[src/rtl/hazard_forward_unit_if.sv]
// Datapath <-> hazard/forward controller bundle: pipeline register fields in,
// forwarding selects, stall/flush controls and MDU scoreboard status out.
interface hazard_forward_unit_if #(
  parameter int AW = 5,
  parameter int CW = 16
);
  logic [AW-1:0] rs_id, rt_id, dst_id;
  logic          regwrite_id, mdu_op_id, branch_id;
  logic [AW-1:0] rs_ex, rt_ex, dst_ex;
  logic          regwrite_ex, memtoreg_ex, mdu_start_ex;
  logic [AW-1:0] dst_m;
  logic          regwrite_m, memtoreg_m;
  logic [AW-1:0] dst_wb;
  logic          regwrite_wb;

  logic [1:0]    forward_ae, forward_be;
  logic          forward_ad, forward_bd;
  logic          stall_f, stall_d, flush_e;
  logic          mdu_busy, mdu_wb_valid;
  logic [AW-1:0] mdu_dst;
  logic [CW-1:0] stall_count;

  modport master (
    output rs_id, rt_id, dst_id, regwrite_id, mdu_op_id, branch_id,
           rs_ex, rt_ex, dst_ex, regwrite_ex, memtoreg_ex, mdu_start_ex,
           dst_m, regwrite_m, memtoreg_m, dst_wb, regwrite_wb,
    input  forward_ae, forward_be, forward_ad, forward_bd,
           stall_f, stall_d, flush_e, mdu_busy, mdu_wb_valid, mdu_dst, stall_count
  );

  modport slave (
    input  rs_id, rt_id, dst_id, regwrite_id, mdu_op_id, branch_id,
           rs_ex, rt_ex, dst_ex, regwrite_ex, memtoreg_ex, mdu_start_ex,
           dst_m, regwrite_m, memtoreg_m, dst_wb, regwrite_wb,
    output forward_ae, forward_be, forward_ad, forward_bd,
           stall_f, stall_d, flush_e, mdu_busy, mdu_wb_valid, mdu_dst, stall_count
  );
endinterface

[src/rtl/hazard_forward_unit.sv]
// Hazard detection and operand forwarding for the MIPS pipeline, with a
// single-entry scoreboard for the fixed-latency multiply/divide unit.
module hazard_forward_unit #(
  parameter int AW          = 5,
  parameter int MDU_LAT     = 4,
  parameter int CW          = 16,
  parameter int ZERO_REG_EN = 1
) (
  input  logic clk,
  input  logic reset,
  hazard_forward_unit_if.slave hif
);
  localparam int CNTW = $clog2(MDU_LAT + 1);

  typedef enum logic {IDLE, BUSY} sb_state_e;

  sb_state_e       state;
  logic [CNTW-1:0] cnt;
  logic [AW-1:0]   mdu_dst_q;
  logic [CW-1:0]   stall_cnt_q;

  logic mdu_busy, mdu_wb_valid;
  logic lw_stall, br_stall, mdu_stall, stall;

  function automatic logic match(input logic [AW-1:0] a, input logic [AW-1:0] b);
    return (a == b) && !((ZERO_REG_EN != 0) && (a == '0));
  endfunction

  assign mdu_busy     = (state == BUSY);
  assign mdu_wb_valid = mdu_busy && (cnt == CNTW'(1));

  // index 0 = rs operand, index 1 = rt operand
  logic [1:0][AW-1:0] src_ex, src_id;
  logic [1:0][1:0]    fwd_e;
  logic [1:0]         fwd_d, hit_ex, hit_m, hit_mdu;

  assign src_ex = {hif.rt_ex, hif.rs_ex};
  assign src_id = {hif.rt_id, hif.rs_id};

  for (genvar i = 0; i < 2; i++) begin : g_opnd
    assign fwd_e[i]   = (hif.regwrite_m  && match(hif.dst_m,  src_ex[i])) ? 2'b10 :
                        (hif.regwrite_wb && match(hif.dst_wb, src_ex[i])) ? 2'b01 :
                        (mdu_wb_valid    && match(mdu_dst_q,  src_ex[i])) ? 2'b11 : 2'b00;
    assign fwd_d[i]   = hif.regwrite_m && !hif.memtoreg_m && match(hif.dst_m, src_id[i]);
    assign hit_ex[i]  = match(hif.dst_ex, src_id[i]);
    assign hit_m[i]   = match(hif.dst_m,  src_id[i]);
    assign hit_mdu[i] = match(mdu_dst_q,  src_id[i]);
  end

  assign lw_stall = hif.memtoreg_ex && hif.regwrite_ex && (|hit_ex);
  assign br_stall = hif.branch_id &&
                    ((hif.regwrite_ex && (|hit_ex)) || (hif.memtoreg_m && (|hit_m)));

  // RAW on the outstanding/issuing op, WAW against it, and a second MDU op
  // may only enter EX in the write-back cycle of the current one.
  assign mdu_stall = (mdu_busy && (|hit_mdu)) ||
                     (hif.mdu_start_ex && (|hit_ex)) ||
                     (hif.regwrite_id &&
                       ((mdu_busy && match(mdu_dst_q, hif.dst_id)) ||
                        (hif.mdu_start_ex && match(hif.dst_ex, hif.dst_id)))) ||
                     (hif.mdu_op_id && ((mdu_busy && !mdu_wb_valid) || hif.mdu_start_ex));

  assign stall = lw_stall | br_stall | mdu_stall;

  always_ff @(posedge clk or posedge reset) begin
    if (reset) begin
      state     <= IDLE;
      cnt       <= '0;
      mdu_dst_q <= '0;
    end else begin
      case (state)
        IDLE: if (hif.mdu_start_ex) begin
          state     <= BUSY;
          cnt       <= CNTW'(MDU_LAT - 1);
          mdu_dst_q <= hif.dst_ex;
        end
        BUSY: if (mdu_wb_valid) begin
          if (hif.mdu_start_ex) begin
            cnt       <= CNTW'(MDU_LAT - 1);
            mdu_dst_q <= hif.dst_ex;
          end else begin
            state <= IDLE;
            cnt   <= '0;
          end
        end else begin
          cnt <= cnt - 1'b1;
        end
        default: state <= IDLE;
      endcase
    end
  end

  always_ff @(posedge clk or posedge reset) begin
    if (reset)                     stall_cnt_q <= '0;
    else if (stall && ~&stall_cnt_q) stall_cnt_q <= stall_cnt_q + 1'b1;
  end

  assign hif.forward_ae   = fwd_e[0];
  assign hif.forward_be   = fwd_e[1];
  assign hif.forward_ad   = fwd_d[0];
  assign hif.forward_bd   = fwd_d[1];
  assign hif.stall_f      = stall;
  assign hif.stall_d      = stall;
  assign hif.flush_e      = stall;
  assign hif.mdu_busy     = mdu_busy;
  assign hif.mdu_wb_valid = mdu_wb_valid;
  assign hif.mdu_dst      = mdu_dst_q;
  assign hif.stall_count  = stall_cnt_q;
endmodule

[src/flat_wrapper.sv]
// flat-port wrapper written by rule: the top's interface ports become plain ports
module hazard_forward_unit_flat 
#(
  parameter int AW          = 5,
  parameter int MDU_LAT     = 4,
  parameter int CW          = 16,
  parameter int ZERO_REG_EN = 1
)
  (clk, reset, hif_rs_id, hif_rt_id, hif_dst_id, hif_regwrite_id, hif_mdu_op_id, hif_branch_id, hif_rs_ex, hif_rt_ex, hif_dst_ex, hif_regwrite_ex, hif_memtoreg_ex, hif_mdu_start_ex, hif_dst_m, hif_regwrite_m, hif_memtoreg_m, hif_dst_wb, hif_regwrite_wb, hif_forward_ae, hif_forward_be, hif_forward_ad, hif_forward_bd, hif_stall_f, hif_stall_d, hif_flush_e, hif_mdu_busy, hif_mdu_wb_valid, hif_mdu_dst, hif_stall_count);
  hazard_forward_unit_if #(.AW(AW), .CW(CW)) hif_i ();
  input  logic clk;
  input  logic reset;
  input wire logic [$bits(hif_i.rs_id)-1:0] hif_rs_id;
  input wire logic [$bits(hif_i.rt_id)-1:0] hif_rt_id;
  input wire logic [$bits(hif_i.dst_id)-1:0] hif_dst_id;
  input wire logic [$bits(hif_i.regwrite_id)-1:0] hif_regwrite_id;
  input wire logic [$bits(hif_i.mdu_op_id)-1:0] hif_mdu_op_id;
  input wire logic [$bits(hif_i.branch_id)-1:0] hif_branch_id;
  input wire logic [$bits(hif_i.rs_ex)-1:0] hif_rs_ex;
  input wire logic [$bits(hif_i.rt_ex)-1:0] hif_rt_ex;
  input wire logic [$bits(hif_i.dst_ex)-1:0] hif_dst_ex;
  input wire logic [$bits(hif_i.regwrite_ex)-1:0] hif_regwrite_ex;
  input wire logic [$bits(hif_i.memtoreg_ex)-1:0] hif_memtoreg_ex;
  input wire logic [$bits(hif_i.mdu_start_ex)-1:0] hif_mdu_start_ex;
  input wire logic [$bits(hif_i.dst_m)-1:0] hif_dst_m;
  input wire logic [$bits(hif_i.regwrite_m)-1:0] hif_regwrite_m;
  input wire logic [$bits(hif_i.memtoreg_m)-1:0] hif_memtoreg_m;
  input wire logic [$bits(hif_i.dst_wb)-1:0] hif_dst_wb;
  input wire logic [$bits(hif_i.regwrite_wb)-1:0] hif_regwrite_wb;
  output wire logic [$bits(hif_i.forward_ae)-1:0] hif_forward_ae;
  output wire logic [$bits(hif_i.forward_be)-1:0] hif_forward_be;
  output wire logic [$bits(hif_i.forward_ad)-1:0] hif_forward_ad;
  output wire logic [$bits(hif_i.forward_bd)-1:0] hif_forward_bd;
  output wire logic [$bits(hif_i.stall_f)-1:0] hif_stall_f;
  output wire logic [$bits(hif_i.stall_d)-1:0] hif_stall_d;
  output wire logic [$bits(hif_i.flush_e)-1:0] hif_flush_e;
  output wire logic [$bits(hif_i.mdu_busy)-1:0] hif_mdu_busy;
  output wire logic [$bits(hif_i.mdu_wb_valid)-1:0] hif_mdu_wb_valid;
  output wire logic [$bits(hif_i.mdu_dst)-1:0] hif_mdu_dst;
  output wire logic [$bits(hif_i.stall_count)-1:0] hif_stall_count;
  assign hif_i.rs_id = hif_rs_id;
  assign hif_i.rt_id = hif_rt_id;
  assign hif_i.dst_id = hif_dst_id;
  assign hif_i.regwrite_id = hif_regwrite_id;
  assign hif_i.mdu_op_id = hif_mdu_op_id;
  assign hif_i.branch_id = hif_branch_id;
  assign hif_i.rs_ex = hif_rs_ex;
  assign hif_i.rt_ex = hif_rt_ex;
  assign hif_i.dst_ex = hif_dst_ex;
  assign hif_i.regwrite_ex = hif_regwrite_ex;
  assign hif_i.memtoreg_ex = hif_memtoreg_ex;
  assign hif_i.mdu_start_ex = hif_mdu_start_ex;
  assign hif_i.dst_m = hif_dst_m;
  assign hif_i.regwrite_m = hif_regwrite_m;
  assign hif_i.memtoreg_m = hif_memtoreg_m;
  assign hif_i.dst_wb = hif_dst_wb;
  assign hif_i.regwrite_wb = hif_regwrite_wb;
  assign hif_forward_ae = hif_i.forward_ae;
  assign hif_forward_be = hif_i.forward_be;
  assign hif_forward_ad = hif_i.forward_ad;
  assign hif_forward_bd = hif_i.forward_bd;
  assign hif_stall_f = hif_i.stall_f;
  assign hif_stall_d = hif_i.stall_d;
  assign hif_flush_e = hif_i.flush_e;
  assign hif_mdu_busy = hif_i.mdu_busy;
  assign hif_mdu_wb_valid = hif_i.mdu_wb_valid;
  assign hif_mdu_dst = hif_i.mdu_dst;
  assign hif_stall_count = hif_i.stall_count;
  hazard_forward_unit #(.AW(AW), .MDU_LAT(MDU_LAT), .CW(CW), .ZERO_REG_EN(ZERO_REG_EN)) u_core (.clk(clk), .reset(reset), .hif(hif_i));
endmodule
[config.mk]
export PLATFORM = sky130hd
export DESIGN_NAME = hazard_forward_unit_flat
export DESIGN_NICKNAME = d
export VERILOG_FILES = /design/src/rtl/hazard_forward_unit_if.sv /design/src/rtl/hazard_forward_unit.sv /design/src/flat_wrapper.sv
export SDC_FILE = /design/constraint.sdc
export NUM_CORES = 1
export LEC_CHECK = 0
export CAP_MARGIN = 20
export CORE_MARGIN = 8
export CORE_UTILIZATION = 24
export DETAILED_ROUTE_END_ITERATION = 7
export PLACE_DENSITY = 0.57
export SYNTH_ARGS = -nofsm -noshare
export SYNTH_HDL_FRONTEND = slang
export SYNTH_SLANG_ARGS = --single-unit
export TNS_END_PERCENT = 10
[constraint.sdc]
create_clock -name clk -period 8.75 [get_ports clk]
set_input_delay 2.625 -clock clk [delete_from_list [all_inputs] [get_ports clk]]
set_output_delay 2.625 -clock clk [all_outputs]
set_load 0.02 [all_outputs]
# ---- Word level (Yosys, flattened, before mapping)
# Index checks and enable logic that the tools add are counted.
dict set report word_totals {
  inputBits 51
  ff_bits 25
}
dict set report op_classes {
  muxes 16
  bitwise_logic 3
  addsub 2
  eq_ne 17
  reduce_logical 58
}
# cell n
set ops {}
lappend ops {{equality test 5 bit} 14}
lappend ops {{logical AND 1 bit} 37}
lappend ops {{zero test 5 bit} 4}
lappend ops {{adder 16 x 1 -> 16 bit (second input constant)} 1}
lappend ops {{AND reduction 16 bit} 1}
lappend ops {{2-to-1 mux 2 bit} 7}
lappend ops {{2-to-1 mux 5 bit} 2}
lappend ops {{case mux 5 bit (2 select lines)} 1}
lappend ops {{zero test 1 bit} 7}
lappend ops {{logical OR 1 bit} 6}
lappend ops {{2-to-1 mux 3 bit} 2}
lappend ops {{case mux 3 bit (2 select lines)} 1}
lappend ops {{OR reduction 2 bit} 3}
lappend ops {{inequality test 2 bit (second input constant)} 2}
lappend ops {{equality test 3 x 1 -> 1 bit (second input constant)} 1}
lappend ops {{subtractor 3 x 1 -> 3 bit (second input constant)} 1}
lappend ops {{2-to-1 mux 1 bit} 2}
lappend ops {{OR 1 bit} 2}
lappend ops {{case mux 1 bit (2 select lines)} 1}
lappend ops {{NOT 1 bit} 1}

# ---- Depth between registers and ports, before layout
dict set report depth {
  ltp_word 10
  mapped_depth 10
  mapped_depth_nobuf 9
}

# ---- Worst setup path after synthesis
# No wires, ideal clock.
dict set report synth_timing {
  path_type {input-to-output}
  startpoint {in hif_dst_ex[1]}
  endpoint {out hif_stall_d}
  slack_ps 2080
  arrival_time_ps 4045
  required_time_ps 6125
  stages 7
  n_path_buf 2
  path_cell_list {or4_1 > nor2_1 > a21oi_1 > a2bb2oi_1 > nand4b_4 > buf_6 > buf_4}
}
dict set report synth_via {
  elab_chain_len 9
}
# element line
set synth_lines {}
lappend synth_lines {{from (decl)} flat_wrapper.sv:21} ;# input wire logic [$bits(hif_i.dst_ex)-1:0] hif_dst_ex;
lappend synth_lines {{zero test 5 bit} hazard_forward_unit.sv:26} ;# return (a == b) && !((ZERO_REG_EN != 0) && (a == '0));
lappend synth_lines {{zero test 1 bit} hazard_forward_unit.sv:26}
lappend synth_lines {{logical AND 1 bit} hazard_forward_unit.sv:26}
lappend synth_lines {{OR reduction 2 bit / logical AND 1 bit (equally long branches)} -}
lappend synth_lines {{logical AND 1 bit, or another cell as far along} hazard_forward_unit.sv:52} ;# ((hif.regwrite_ex && (|hit_ex)) || (hif.memtoreg_m && (|hit_m)));
lappend synth_lines {{logical OR 1 bit, or another cell as far along} hazard_forward_unit.sv:52}
lappend synth_lines {{logical AND 1 bit / logical OR 1 bit (equally long branches)} {hazard_forward_unit.sv:51, hazard_forward_unit.sv:57}}
lappend synth_lines {{OR 1 bit / logical OR 1 bit (equally long branches)} {hazard_forward_unit.sv:63, hazard_forward_unit.sv:60}}
lappend synth_lines {{OR 1 bit *} hazard_forward_unit.sv:63} ;# assign stall = lw_stall | br_stall | mdu_stall;
lappend synth_lines {{to (decl)} flat_wrapper.sv:35} ;# output wire logic [$bits(hif_i.stall_d)-1:0] hif_stall_d;
# Every way passes the cells marked *; elsewhere a longest branch is shown, timed or not.

# ---- Worst setup path in the final report
dict set report layout_timing {
  startpoint {in hif_dst_ex[1]}
  endpoint {out hif_stall_f}
}
dict set report layout_via {
  elab_chain_len 9
}
# element line
set layout_lines {}
lappend layout_lines {{zero test 5 bit} hazard_forward_unit.sv:26}
lappend layout_lines {{zero test 1 bit} hazard_forward_unit.sv:26}
lappend layout_lines {{logical AND 1 bit} hazard_forward_unit.sv:26}
lappend layout_lines {{OR reduction 2 bit / logical AND 1 bit (equally long branches)} -}
lappend layout_lines {{logical AND 1 bit, or another cell as far along} hazard_forward_unit.sv:52}
lappend layout_lines {{logical OR 1 bit, or another cell as far along} hazard_forward_unit.sv:52}
lappend layout_lines {{logical AND 1 bit / logical OR 1 bit (equally long branches)} {hazard_forward_unit.sv:51, hazard_forward_unit.sv:57}}
lappend layout_lines {{OR 1 bit / logical OR 1 bit (equally long branches)} {hazard_forward_unit.sv:63, hazard_forward_unit.sv:60}}
lappend layout_lines {{OR 1 bit *} hazard_forward_unit.sv:63}
lappend layout_lines {{to (decl)} flat_wrapper.sv:34} ;# output wire logic [$bits(hif_i.stall_f)-1:0] hif_stall_f;
# Marks and branches as above.

==> results.py <==
metrics = {
    "outcome": {
        "status": "finished clean",
    },
    "clocking": {
        "clkSlewWorstSetupHoldPaths_ps": 90,
        "cts_inserted_buffers": 3,
        "clk_path_buf_depth": 2,
        "clkLatencyLatePin_ps": 270,
        "tritoncts": "done",
        "htree_levels": 1,
        "holdBufCountCts": 0,
        "cts_resized": 0,
        "clkSinkCount": 25,
        "cts_setup_buffers": 0,
        "clock-root-buffer": "clkbuf_8",
    },
    "pwr": {
        "combPwrFrac_pct": 55.9,
        "power.leakage_nw": 1.18,
        "p_switching_mw": 0.291,
        "p_sw_share_pct": 43.2,
        "p_int_mw": 0.382,
        "power_density_nw_per_um2": 210,
        "power_frac_seq_pct": 34.0,
        "clock_power_share_pct": 10.1,
        "ir_worst_vdd_mv": 0.159,
    },
    "detailed_routing": {
        "vias": 2055,
        "wl_per_cell_um": 15.8,
        "drt_iter0_drc": 60,
        "post_drt_via_cell_ratio": 4.69,
        "wirelength_um": 6940,
        "drt_pass1_iterations": 5,
        "post-route-drc-count": 0,
        "ant_nets": 0,
    },
    "cells_and_area": {
        "fin_area_sq_um": 3200,
        "n_fill_cell": 947,
        "area_growth_pct": 42.0,
        "drive_above_1_share_pct": 7.65,
        "area.sequential_sq_um": 626,
        "post-route-util_pct": 34.8,
        "num-nets-final": 382,
        "layout.cells.most_common": "clkdlybuf4s50_1",
        "antennaDiodeCount": 0,
        "multi_input_area_sq_um": 1520,
        "final_cell_mix": "82 x clkdlybuf4s50_1, 51 x xnor2_1, 30 x xor2_1, 25 x dfrtp_1, 16 x nor3_1",
    },
    "synth": {
        "synth_edf_count": 0,
        "yosys.area_share.simple_pct": 23.5,
        "synth-adder-area-share_pct": 1.67,
        "syn_inst": 255,
        "synth_cell_type_count": 45,
        "synth_mux_area_share_pct": 4.44,
        "yosysWarningCount": 0,
        "ys_async_sr_fraction_pct": 100,
        "avgSynthCellArea_sq_um": 8.84,
        "netlist_area_sq_um": 2250,
        "synth_fp_nets": 309,
        "synth_compound_area_share_pct": 6.33,
        "ys_seq_area_share_pct": 27.8,
        "synth_top_family_by_area": "XOR/XNOR gates",
        "synth_xor_area_share_pct": 31.5,
        "synth.ff_latch_count": 25,
        "synth_ff_type": "dfrtp_1",
    },
    "critical_path": {
        "endpoint_kind": "primary output",
        "path_cells": "clkdlybuf4s50_1, or4_1, nor2_1, a21oi_1, a2bb2oi_1, nand4b_4, clkdlybuf4s50_1",
        "crit_buf_inv": 2,
        "cp.arrival_ps": 5160,
        "worstPathRequired_ps": 6120,
        "worstPathMaxFanout": 19,
        "crit_top_cell": "clkdlybuf4s50_1",
        "cp_slowest_stage_delay_ps": 660,
        "worstSetupStartpointType": "primary input",
        "setup.worst_path.class": "in -> out",
        "cp_slowest_cell": "clkdlybuf4s50_1",
        "cp_top_family": "buffers and inverters",
    },
    "place": {
        "place_area_sq_um": 3130,
        "place_congestion": 0.773,
        "post-dp-hpwl_um": 5590,
        "io_buffers": 82,
        "pre_cts_ws_ps": 954,
    },
    "grt": {
        "gr-total-overflow": 0,
        "antenna_found_initial": 0,
        "track_usage_pct": 11.1,
        "grt_max_degree": 26,
        "grt_pass1_vias": 2216,
        "grt_pass1_wl_um": 11700,
    },
    "die": {
        "die_y_um": 113,
        "start_util_pct": 24.5,
        "ios": 83,
        "core_area_sq_um": 9200,
        "die_area_sq_um": 12700,
        "die_x_um": 113,
        "row_count": 35,
    },
    "sta": {
        "hold_violations": 0,
        "maxSlewViolCount": 0,
        "fin_crit_ps": 7790,
        "skew_ps": 3.58,
        "setup_violations": 0,
        "fin_ws_ps": 960,
        "slew_headroom_pct": 68.3,
        "worst_slew_pin_slew_ps": 470,
        "rsz0062_at_grt": "false",
        "setup-tns-final_ps": 0,
        "min_period_over_period_pct": 89.0,
        "max_freq_ghz": 0.128,
    },
    "hold_path": {
        "hold_class": "reg -> reg",
    },
    "run": {
        "maxCapViolations": 0,
    },
}
## path summary, 6_finish.rpt
| kind | to | startpoint | slack (ps) | cells past startpoint |
|---|---|---|---|---|
| worst max-delay path | hif_stall_f | hif_dst_ex[1] | 960 | 7 |
| worst min-delay path | u_core.hif.stall_count[8]$_DFFE_PP0P_ | u_core.hif.stall_count[8]$_DFFE_PP0P_ | 510 | 1 |
| worst max register to register | u_core.hif.stall_count[14]$_DFFE_PP0P_ | u_core.hif.mdu_dst[0]$_DFFE_PP0P_ | 6110 | 7 |
| worst min register to register | u_core.hif.stall_count[8]$_DFFE_PP0P_ | u_core.hif.stall_count[8]$_DFFE_PP0P_ | 510 | 1 |
| max in group asynchronous | u_core.hif.mdu_busy$_DFF_PP0_ | reset | 5720 | 3 |
| min in group asynchronous | u_core.hif.stall_count[8]$_DFFE_PP0P_ | reset | 2620 | 2 |
## cell usage after synthesis, types with 2 or more instances
master	number	area share [%]
nand2_2	6	1.7
or2_2	2	0.56
nand3_1	15	3.3
inv_1	6	1.0
xor2_1	30	12
nand2_1	13	2.2
xnor2_1	51	20
dfrtp_1	25	28
a21oi_1	5	1.1
ha_1	3	1.7
clkbuf_1	6	1.0
or3_1	2	0.56
buf_2	3	0.67
nor3_1	16	3.6
buf_6	2	1.0
a22oi_1	2	0.67
and3_1	3	0.83
nor4_1	4	1.1
o21ai_0	5	1.1
mux2_2	7	3.5
and2_1	3	0.83
nand2b_1	2	0.56
buf_4	3	1.0
nand3_2	2	0.89
or4_1	2	0.67
nand4_1	9	2.5
nor2_1	10	1.7
## cells by family (layout without fill, tap and decap cells)
group,after synthesis,in the layout
AOI/OAI and AO/OA,22,22
buffers and inverters,21,93
and+or+nand+nor,94,94
xor gates and xnor gates,81,81
DFF,25,25
adders and majority gates,3,3
muxes,9,9
## flip-flops by register name, summed over array words and instances, names as in the netlist
signal,count
u_core.cnt,3
u_core.hif.mdu_busy,1
u_core.hif.mdu_dst,5
u_core.hif.stall_count,16
## metrics by stage
step / power, mW / hold WS, ps / cells
2_1_floorplan: 0.472 / 488 / 255
3_3_place_gp: 0.606 / 492 / 433
3_5_place_dp: 0.610 / 498 / 433
4_1_cts: 0.683 / 519 / 437
5_1_grt: 0.731 / 548 / 438
6_report: 0.673 / 512 / 438
## layer usage
metal  up-vias  global-route usage (%)  part of all wire [%]
li1       1015                       -                     -
met3         4                    3.89                   9.3
met4         0                    1.60                  0.35
met5         -                       0                     0
met2        75                    17.4                    44
met1       961                    14.6                    47
## layout make-up
cell class	count	area share, %
multi-input combinational	209	47.5
inverter	6	0.704
tap	111	4.34
clock inverter	1	0.156
timing repair buffer	83	26.5
sequential	25	19.5
clock buffer	3	1.29
## power by group through the flow
stage / Combinational, mW / Clock (mW) / Sequential, mW
finish: 0.376 / 0.0682 / 0.229
global route: 0.414 / 0.0776 / 0.239
CTS: 0.380 / 0.0721 / 0.231
detailed placement: 0.378 / 0 / 0.233
global placement: 0.375 / 0 / 0.230
floorplan: 0.251 / 0 / 0.221
## worst register-to-register path, stage by stage (launching register included)
cell	delay (ps)
dfrtp_1	540
or4_4	600
o21ai_2	170
nor4_1	90
o21ai_1	220
nand4b_4	340
nand4_1	230
mux2_2	350
No activity file was read; power rests on OpenSTA's default activity.
